## src/rtl/ps2_pkg.sv

```systemverilog
// Shared PS/2 definitions: transmitter states, command bytes and default timing.
package ps2_pkg;

  typedef enum logic [2:0] {
    StIdle,
    StInhibit,
    StRequest,
    StWaitEdge,
    StShift,
    StAck,
    StWaitIdle
  } ps2_tx_state_e;

  localparam logic [7:0] PS2_CMD_SET_LEDS = 8'hED;
  localparam logic [7:0] PS2_CMD_ENABLE   = 8'hF4;
  localparam logic [7:0] PS2_CMD_RESET    = 8'hFF;
  localparam logic [7:0] PS2_ACK          = 8'hFA;

  // Defaults assume a 50 MHz system clock.
  localparam int unsigned PS2_INHIBIT_CYCLES     = 6000;
  localparam int unsigned PS2_SETUP_CYCLES       = 50;
  localparam int unsigned PS2_FIRST_EDGE_TIMEOUT = 750000;
  localparam int unsigned PS2_FRAME_TIMEOUT      = 100000;

  // PS/2 frames carry odd parity over the eight data bits.
  function automatic logic odd_parity(input logic [7:0] data);
    return ~^data;
  endfunction

endpackage

```

## src/rtl/ps2_line_sync.sv

```systemverilog
// Two-flop synchronizers for the PS/2 clock and data lines plus a falling-edge
// detector on the synchronized clock. Shared with the keyboard receive path.
module ps2_line_sync (
  input  logic clk,
  input  logic reset,
  input  logic clk_in,
  input  logic dat_in,
  output logic clk_sync,
  output logic dat_sync,
  output logic clk_fall
);

  logic [1:0] clk_meta;
  logic [1:0] dat_meta;
  logic       clk_prev;

  // Sync stages reset to the idle (released, high) bus level so no edge is seen out of reset.
  always_ff @(posedge clk or posedge reset) begin
    if (reset) begin
      clk_meta <= 2'b11;
      dat_meta <= 2'b11;
      clk_prev <= 1'b1;
    end else begin
      clk_meta <= {clk_meta[0], clk_in};
      dat_meta <= {dat_meta[0], dat_in};
      clk_prev <= clk_meta[1];
    end
  end

  assign clk_sync = clk_meta[1];
  assign dat_sync = dat_meta[1];
  assign clk_fall = clk_prev & ~clk_meta[1];

endmodule

```

## src/rtl/ps2_host_tx.sv

```systemverilog
// PS/2 host-to-device byte transmitter. Inhibits the bus, issues a request to
// send, shifts {stop, parity, data} out LSB first on device clock falling edges
// and checks the device acknowledge. The OE outputs drive open-drain buffers at
// the pad: line = oe ? 1'b0 : 1'bz.
module ps2_host_tx
  import ps2_pkg::*;
#(
  parameter int unsigned INHIBIT_CYCLES     = PS2_INHIBIT_CYCLES,
  parameter int unsigned SETUP_CYCLES       = PS2_SETUP_CYCLES,
  parameter int unsigned FIRST_EDGE_TIMEOUT = PS2_FIRST_EDGE_TIMEOUT,
  parameter int unsigned FRAME_TIMEOUT      = PS2_FRAME_TIMEOUT
) (
  input  logic       clk,
  input  logic       reset,
  input  logic [7:0] tx_data,
  input  logic       tx_valid,
  output logic       tx_ready,
  output logic       tx_done,
  output logic       tx_error,
  output logic       rx_inhibit,
  input  logic       ps2_clk_in,
  input  logic       ps2_dat_in,
  output logic       ps2_clk_oe,
  output logic       ps2_dat_oe
);

  localparam int unsigned CntW = $clog2(FIRST_EDGE_TIMEOUT + 1);
  typedef logic [CntW-1:0] cnt_t;

  // Counter loads are N-1 so that a phase spans exactly N cycles.
  localparam cnt_t InhibitLoad = cnt_t'(INHIBIT_CYCLES - 1);
  localparam cnt_t SetupLoad   = cnt_t'(SETUP_CYCLES - 1);
  localparam cnt_t FirstLoad   = cnt_t'(FIRST_EDGE_TIMEOUT - 1);
  localparam cnt_t FrameLoad   = cnt_t'(FRAME_TIMEOUT - 1);

  ps2_tx_state_e state;
  cnt_t          cnt;
  logic [3:0]    edge_idx;
  logic [9:0]    frame;

  logic clk_sync;
  logic dat_sync;
  logic clk_fall;
  logic cnt_zero;
  logic timed_state;

  ps2_line_sync u_sync (
    .clk      (clk),
    .reset    (reset),
    .clk_in   (ps2_clk_in),
    .dat_in   (ps2_dat_in),
    .clk_sync (clk_sync),
    .dat_sync (dat_sync),
    .clk_fall (clk_fall)
  );

  assign cnt_zero    = (cnt == '0);
  assign timed_state = (state == StWaitEdge) || (state == StShift) ||
                       (state == StAck) || (state == StWaitIdle);

  // Transmit FSM with registered bus enables, handshake and status pulses.
  always_ff @(posedge clk or posedge reset) begin
    if (reset) begin
      state      <= StIdle;
      cnt        <= '0;
      edge_idx   <= '0;
      frame      <= '0;
      tx_ready   <= 1'b1;
      tx_done    <= 1'b0;
      tx_error   <= 1'b0;
      rx_inhibit <= 1'b0;
      ps2_clk_oe <= 1'b0;
      ps2_dat_oe <= 1'b0;
    end else begin
      tx_done  <= 1'b0;
      tx_error <= 1'b0;
      // A timeout takes priority over an edge arriving in the same cycle.
      if (timed_state && cnt_zero) begin
        state      <= StIdle;
        tx_error   <= 1'b1;
        tx_ready   <= 1'b1;
        rx_inhibit <= 1'b0;
        ps2_clk_oe <= 1'b0;
        ps2_dat_oe <= 1'b0;
      end else begin
        unique case (state)
          StIdle: begin
            if (tx_valid && tx_ready) begin
              frame      <= {1'b1, odd_parity(tx_data), tx_data};
              cnt        <= InhibitLoad;
              edge_idx   <= '0;
              state      <= StInhibit;
              tx_ready   <= 1'b0;
              rx_inhibit <= 1'b1;
              ps2_clk_oe <= 1'b1;
              ps2_dat_oe <= 1'b0;
            end
          end
          StInhibit: begin
            if (cnt_zero) begin
              state      <= StRequest;
              cnt        <= SetupLoad;
              ps2_dat_oe <= 1'b1;
            end else begin
              cnt <= cnt - cnt_t'(1);
            end
          end
          StRequest: begin
            if (cnt_zero) begin
              state      <= StWaitEdge;
              cnt        <= FirstLoad;
              ps2_clk_oe <= 1'b0;
            end else begin
              cnt <= cnt - cnt_t'(1);
            end
          end
          StWaitEdge: begin
            if (clk_fall) begin
              ps2_dat_oe <= ~frame[0];
              frame      <= frame >> 1;
              edge_idx   <= 4'd1;
              cnt        <= FrameLoad;
              state      <= StShift;
            end else begin
              cnt <= cnt - cnt_t'(1);
            end
          end
          StShift: begin
            cnt <= cnt - cnt_t'(1);
            if (clk_fall) begin
              ps2_dat_oe <= ~frame[0];
              frame      <= frame >> 1;
              edge_idx   <= edge_idx + 4'd1;
              // Edge 10 puts the stop bit (line released) on the bus.
              if (edge_idx == 4'd9) begin
                state <= StAck;
              end
            end
          end
          StAck: begin
            cnt <= cnt - cnt_t'(1);
            if (clk_fall) begin
              edge_idx <= 4'd11;
              if (!dat_sync) begin
                state <= StWaitIdle;
              end else begin
                state      <= StIdle;
                tx_error   <= 1'b1;
                tx_ready   <= 1'b1;
                rx_inhibit <= 1'b0;
              end
            end
          end
          StWaitIdle: begin
            if (clk_sync && dat_sync) begin
              state      <= StIdle;
              tx_done    <= 1'b1;
              tx_ready   <= 1'b1;
              rx_inhibit <= 1'b0;
            end else begin
              cnt <= cnt - cnt_t'(1);
            end
          end
          default: begin
            state      <= StIdle;
            tx_ready   <= 1'b1;
            rx_inhibit <= 1'b0;
            ps2_clk_oe <= 1'b0;
            ps2_dat_oe <= 1'b0;
          end
        endcase
      end
    end
  end

endmodule

```

## config.mk

```make
export PLATFORM = sky130hd
export DESIGN_NAME = ps2_host_tx
export DESIGN_NICKNAME = d
export VERILOG_FILES = /design/src/rtl/ps2_pkg.sv /design/src/rtl/ps2_line_sync.sv /design/src/rtl/ps2_host_tx.sv
export SDC_FILE = /design/constraint.sdc
export NUM_CORES = 1
export LEC_CHECK = 0
export BUFFER_PORTS_ARGS = -buffer_cell sky130_fd_sc_hd__buf_4
export CAP_MARGIN = 10
export CELL_PAD_IN_SITES_DETAIL_PLACEMENT = 2
export CELL_PAD_IN_SITES_GLOBAL_PLACEMENT = 2
export CORE_AREA = 2 2 109 79
export CTS_CLUSTER_SIZE = 14
export DETAILED_ROUTE_END_ITERATION = 6
export DIE_AREA = 0 0 111 81
export PLACE_DENSITY = 0.79
export SYNTH_ARGS = -nofsm -noshare
export SYNTH_HDL_FRONTEND = slang
export SYNTH_SLANG_ARGS = --single-unit
```

## constraint.sdc

```tcl
create_clock -name clk -period 5.25 [get_ports clk]
set_input_delay 0 -clock clk [delete_from_list [all_inputs] [get_ports clk]]
set_output_delay 0 -clock clk [all_outputs]
set_load 0.02 [all_outputs]
```

Word-level counts from Yosys, hierarchy flattened
Index checks and enable logic that the tools add are counted.
- add/sub/neg operators: 2
- reductions and logical operators: 24
- eq/ne operators: 26
- muxes and demuxes: 51
- bitwise logic cells: 4
- operators with widths (cell ; number):
    $pmux W20 S6 ; 1
    $mux W20 ; 5
    $mux W3 ; 10
    $mux W1 ; 22
    $pmux W3 S7 ; 1
    $logic_not A20 Y1 ; 1
    $mux W10 ; 2
    $pmux W10 S2 ; 1
    $sub A20 B1 Y20 const B ; 1
    $mux W4 ; 4
    $pmux W4 S4 ; 1
    $ne A3 B1 Y1 const B ; 4
    $pmux W1 S4 ; 3
    $reduce_and A4 Y1 ; 3
    $ne A2 B2 Y1 const B ; 5
    $eq A3 B3 Y1 const B ; 3
    $ne A3 B2 Y1 const B ; 3
    $ne A3 B3 Y1 const B ; 3
    $ne A2 B1 Y1 const B ; 4
    $reduce_and A8 Y1 ; 1
    $reduce_xnor A8 Y1 ; 1
    $eq A3 B2 Y1 const B ; 2
    $reduce_and A6 Y1 ; 1
    $reduce_bool A6 Y1 ; 1
    17 further kinds ; 24
- register bits: 48
- output and inout port bits: 6
- word-level logic and storage cells: 120
- bits of input ports: 13

Longest topological paths before layout
- depth in word-level cells: 7
- depth in mapped cells: 9

Cells and area by module
From an unflattened synthesis, not the netlist that was laid out.
- cell total of the unflattened synthesis: 374
- area, all modules: 3206.8 um^2
- modules (own cells, without submodules) (module ; area each (um^2) ; times used ; cells an instance):
    ps2_host_tx ; 3057.9 ; 1 ; 367
    ps2_line_sync ; 148.9 ; 1 ; 7

Worst setup path after synthesis
No wires, ideal clock.
- path kind: register -> register
- from: register cnt[0]
- to: register edge_idx[1]
- path buffers: 0
- period minus slack after synthesis: 2.080 ns
- library setup time: 0.125 ns
- slack: 3.170 ns
- arrival: 1.956 ns
- cell stages (with the launch flop): 8
- path through: dfrtp_1 -> inv_1 -> ha_1 -> nor3b_4 -> nand4_4 -> o21ai_0 -> a31o_2 -> mux2_2
- longest elaborated chain between the ends: 4
- ends and longest elaborated chain (what ; RTL line ; text):
    from (decl) ; ps2_host_tx.sv:37 ; cnt_t cnt;
    from (signal assigned) ; ps2_host_tx.sv:90 ; cnt <= InhibitLoad;
    from (signal assigned) ; ps2_host_tx.sv:102 ; cnt <= SetupLoad;
    from (signal assigned) ; ps2_host_tx.sv:105 ; cnt <= cnt - cnt_t'(1);
    $logic_not A20 Y1 ; ps2_host_tx.sv:57 ; assign cnt_zero = (cnt == '0);
    $logic_and A1 B1 Y1 ; ps2_host_tx.sv:78 ; if (timed_state && cnt_zero) begin
    $not A1 Y1 (no line) ; n/a ;
    $reduce_and A6 Y1 (no line) ; n/a ;
    to (signal assigned) ; ps2_host_tx.sv:133 ; edge_idx <= edge_idx + 4'd1;
    to (decl) ; ps2_host_tx.sv:38 ; logic [3:0] edge_idx;
Every way passes these cells.
A chain may end at the register's enable or synchronous reset.

Worst setup path in the final report
- from: register state[1]
- to: register frame[3]
- longest elaborated chain between the ends: 7
- ends and longest elaborated chain (what ; RTL line ; text):
    from (decl) ; ps2_host_tx.sv:36 ; ps2_tx_state_e state;
    from (signal assigned) ; ps2_host_tx.sv:64 ; state <= StIdle;
    from (signal assigned) ; ps2_host_tx.sv:79 ; state <= StIdle;
    from (signal assigned) ; ps2_host_tx.sv:92 ; state <= StInhibit;
    $eq A3 B2 Y1 / $eq A3 B3 Y1 (equally long branches) ; ps2_host_tx.sv:58, ps2_host_tx.sv:86 ;
    $logic_or A1 B1 Y1 (2 in series) ; ps2_host_tx.sv:58 ; assign timed_state = (state == StWaitEdge) || (state == StShift) ||
    $logic_or A1 B1 Y1 ; ps2_host_tx.sv:59 ; (state == StAck) || (state == StWaitIdle);
    $logic_and A1 B1 Y1 ; ps2_host_tx.sv:78 ;
    $not A1 Y1 (no line) ; n/a ;
    $reduce_and A4 Y1 (no line) ; n/a ;
    to (signal assigned) ; ps2_host_tx.sv:89 ; frame <= {1'b1, odd_parity(tx_data), tx_data};
    to (signal assigned) ; ps2_host_tx.sv:120 ; frame <= frame >> 1;
    to (signal assigned) ; ps2_host_tx.sv:132 ; frame <= frame >> 1;
    to (decl) ; ps2_host_tx.sv:39 ; logic [9:0] frame;
Several ways; a longest one is shown, not always the timed one.

==> results.cfg <==
[floorplan]
core_area_sq_mm = 0.00809
ios = 19
core.rowCount = 28
dieHeight_um = 81
start_util = 0.394
die_w_um = 111
dieArea_sq_mm = 0.00899

[drt]
ant_nets = 0
drc_errors = 0
first_pass_iters = 4
routed_wl_mm = 10.0
viasPerCell = 5.95
routedWlPerCell_um = 21.2
first_iter_violations = 196
via_count = 2815

[synthesis]
syn_nets = 370
avgSynthCellArea_sq_um = 9.01
syn_area_sq_mm = 0.00319
synth_edf_count = 0
ys_ff_latch = 48
yosysUniqueCellTypes = 72
seq_area_frac_synth = 0.379
netlist_instances = 354
ys_async_sr_fraction = 1.00
ys_warn_count = 0
synth_flop_cell = dfrtp_1

[worst_setup_path]
crit_type = register to register
critPathArrivalTime_ns = 3.05
required_ns = 5.39
cp-start-kind = register
worstPathMaxFanout = 29
cp-end-kind = register

[timing]
worstMarginPinSlew_ns = 1.12
postLayoutSetupSlackWorst_ns = 2.34
tns_ns = 0
slew_violations = 0
whs_ns = -0.0191
fmax_mhz = 344
fin_crit_ns = 2.91
max_slew_margin = 0.247
fin_crit_sh = 0.553
hold_viol = 42
finClkSkew_ns = 0.00504
setup_viol = 0
rsz0062_at_grt = no

[cells_and_area]
nFillCells = 891
area_growth_pct = 11.9
drive_gt1_frac = 0.190
multi_input_area_sq_mm = 0.00185
seq_area_sq_mm = 0.00121
final_nets = 383
diodes = 0

[placed_design]
place.detailed.hpwl_mm = 7.23
dp_slack_ns = 2.39
gp_congestion = 0.787
placement.io_buffers = 18

[global_routing]
grt_max_degree = 49
grt_usage = 0.232
grt_pass1_wl_mm = 16.5
grt_overflow = 0
antenna_found_initial = 0
grt_pass1_vias = 2988

[status]
violations = hold timing
status = finished with violations

[power_and_ir_drop]
pwr-share-clk = 0.477
p_sw_uw = 175
power.internal_uw = 613
peakVddDrop_v = 0.000135
p_comb_frac = 0.048
p_leak_nw = 1.43
p_sw_frac = 0.222
power_frac_seq = 0.476
power_density_mw_per_mm2 = 221

[job]
drv_cap = 0

[worst_hold_path]
hold_class = primary input to asynchronous set/reset pin

[clocking]
htree_num_levels = 2
cts_tree = done
clockBufferDepth = 2
clock-root-buffer = clkbuf_16
clk_latency_ns = 0.30
cts_setup_buffers = 0
numCtsBuffers = 5
numClockSinks = 48
cts.clk_slew.worst_paths_ns = 0.07
## per-stage QoR
stage	hold slack [ns]	instance area, sq um	power, mW	cells	utilization
after floorplan	0.00448	3190	0.403	354	-
after global placement	0.108	3380	0.417	463	0.417
after detailed placement	0.113	3380	0.420	463	0.417
after CTS	0.0199	3570	0.797	473	0.441
after global routing	0.0536	3570	0.810	473	0.441
final	-0.0191	3570	0.789	473	0.441
## path summary, 6_finish.rpt
check,from,endpoint,slack (ns),cells after the start
worst min-delay path,reset,tx_done,-0.02,2
worst min register to register,u_sync.dat_meta[0],u_sync.dat_meta[1],0.36,0
worst max register to register,state[1],frame[3],2.34,4
max in group asynchronous,reset,cnt[5],4.61,2
worst max-delay path,state[1],frame[3],2.34,4
min in group clk,tx_data[1],frame[1],0.02,3
## sequential cells by signal, indices dropped and copies added, names as in the netlist
signal	count
cnt	20
frame	10
edge_idx	4
state	3
u_sync.clk_meta	2
u_sync.dat_meta	2
ps2_clk_oe	1
ps2_dat_oe	1
rx_inhibit	1
tx_done	1
tx_error	1
tx_ready	1
u_sync.clk_prev	1
## repair_timing
action                                 in CTS  in global routing
resized for setup                           0                  0
endpoints found under the hold margin       2                  0
hold buffers                                2                  0
## placed cells by master, fill, tap and decap left out, types with 4 or more instances in the layout
cell type | synthesis | layout
a211oi_1 | 4 | 4
nand2_1 | 28 | 28
nor3_2 | 4 | 4
buf_4 | 1 | 21
inv_1 | 9 | 8
xnor2_1 | 9 | 9
o211ai_1 | 4 | 4
a21oi_2 | 6 | 6
dfstp_2 | 6 | 6
nor2_1 | 41 | 41
dfrtp_1 | 42 | 42
o21ai_1 | 6 | 7
nor3_1 | 20 | 20
clkbuf_16 | 0 | 5
mux2i_1 | 11 | 11
o21ai_0 | 24 | 23
nand3_1 | 5 | 5
a31oi_1 | 4 | 4
a21oi_1 | 30 | 30
nand2b_1 | 7 | 7
## cell families after synthesis
| family | after synthesis | share of synthesized area |
|---|---|---|
| buffers and inverters | 26 | 0.0416 |
| AO/OA/AOI/OAI | 112 | 0.238 |
| AND/OR/NAND/NOR | 140 | 0.253 |
| XOR/XNOR | 13 | 0.0381 |
| flip-flops | 48 | 0.379 |
| adder cells (fa/ha/maj) | 3 | 0.0118 |
| multiplexers | 12 | 0.0381 |
## Yosys cell counts, types with 6 or more instances
cell       n  share of area
inv_1      9          0.011
nor3_1    20          0.031
dfrtp_1   42           0.33
a21oi_1   30          0.047
a21oi_2    6          0.016
nand2b_1   7          0.014
nand2_1   28          0.033
buf_2      7          0.011
xnor2_1    9          0.025
nor2_1    41          0.048
mux2i_1   11          0.035
o21ai_1    6         0.0094
o21ai_0   24          0.038
dfstp_2    6          0.049
## power groups by stage
stage	Sequential [mW]	Clock, mW	Combinational, mW
floorplan	0.381	0	0.0222
global placement	0.382	0	0.0356
detailed placement	0.382	0	0.0376
CTS	0.375	0.383	0.0390
global route	0.375	0.393	0.0420
finish	0.375	0.376	0.0375
## area by class of cell
class / instances / area share
Clock buffer: 5 / 0.0351
Clock inverter: 3 / 0.0119
Inverter: 9 / 0.00947
Multi-Input combinational cell: 280 / 0.518
Sequential cell: 48 / 0.339
Tap cell: 105 / 0.0368
Timing Repair Buffer: 23 / 0.0498
## layer usage
metal,track usage,share of wire,vias to the layer above
met3,0.0522,0.048,10
li1,-,-,1311
met4,0.0388,0.0075,0
met2,0.378,0.44,61
met1,0.325,0.50,1433
met5,0,0,-
## critical path, stage by stage (launching register included)
cell     delay (ns)
dfrtp_1        0.96
nand2_1        0.35
o21ai_1        0.97
mux2i_1        0.37
a21oi_2        0.08
Power figures use the tool's default switching activity.
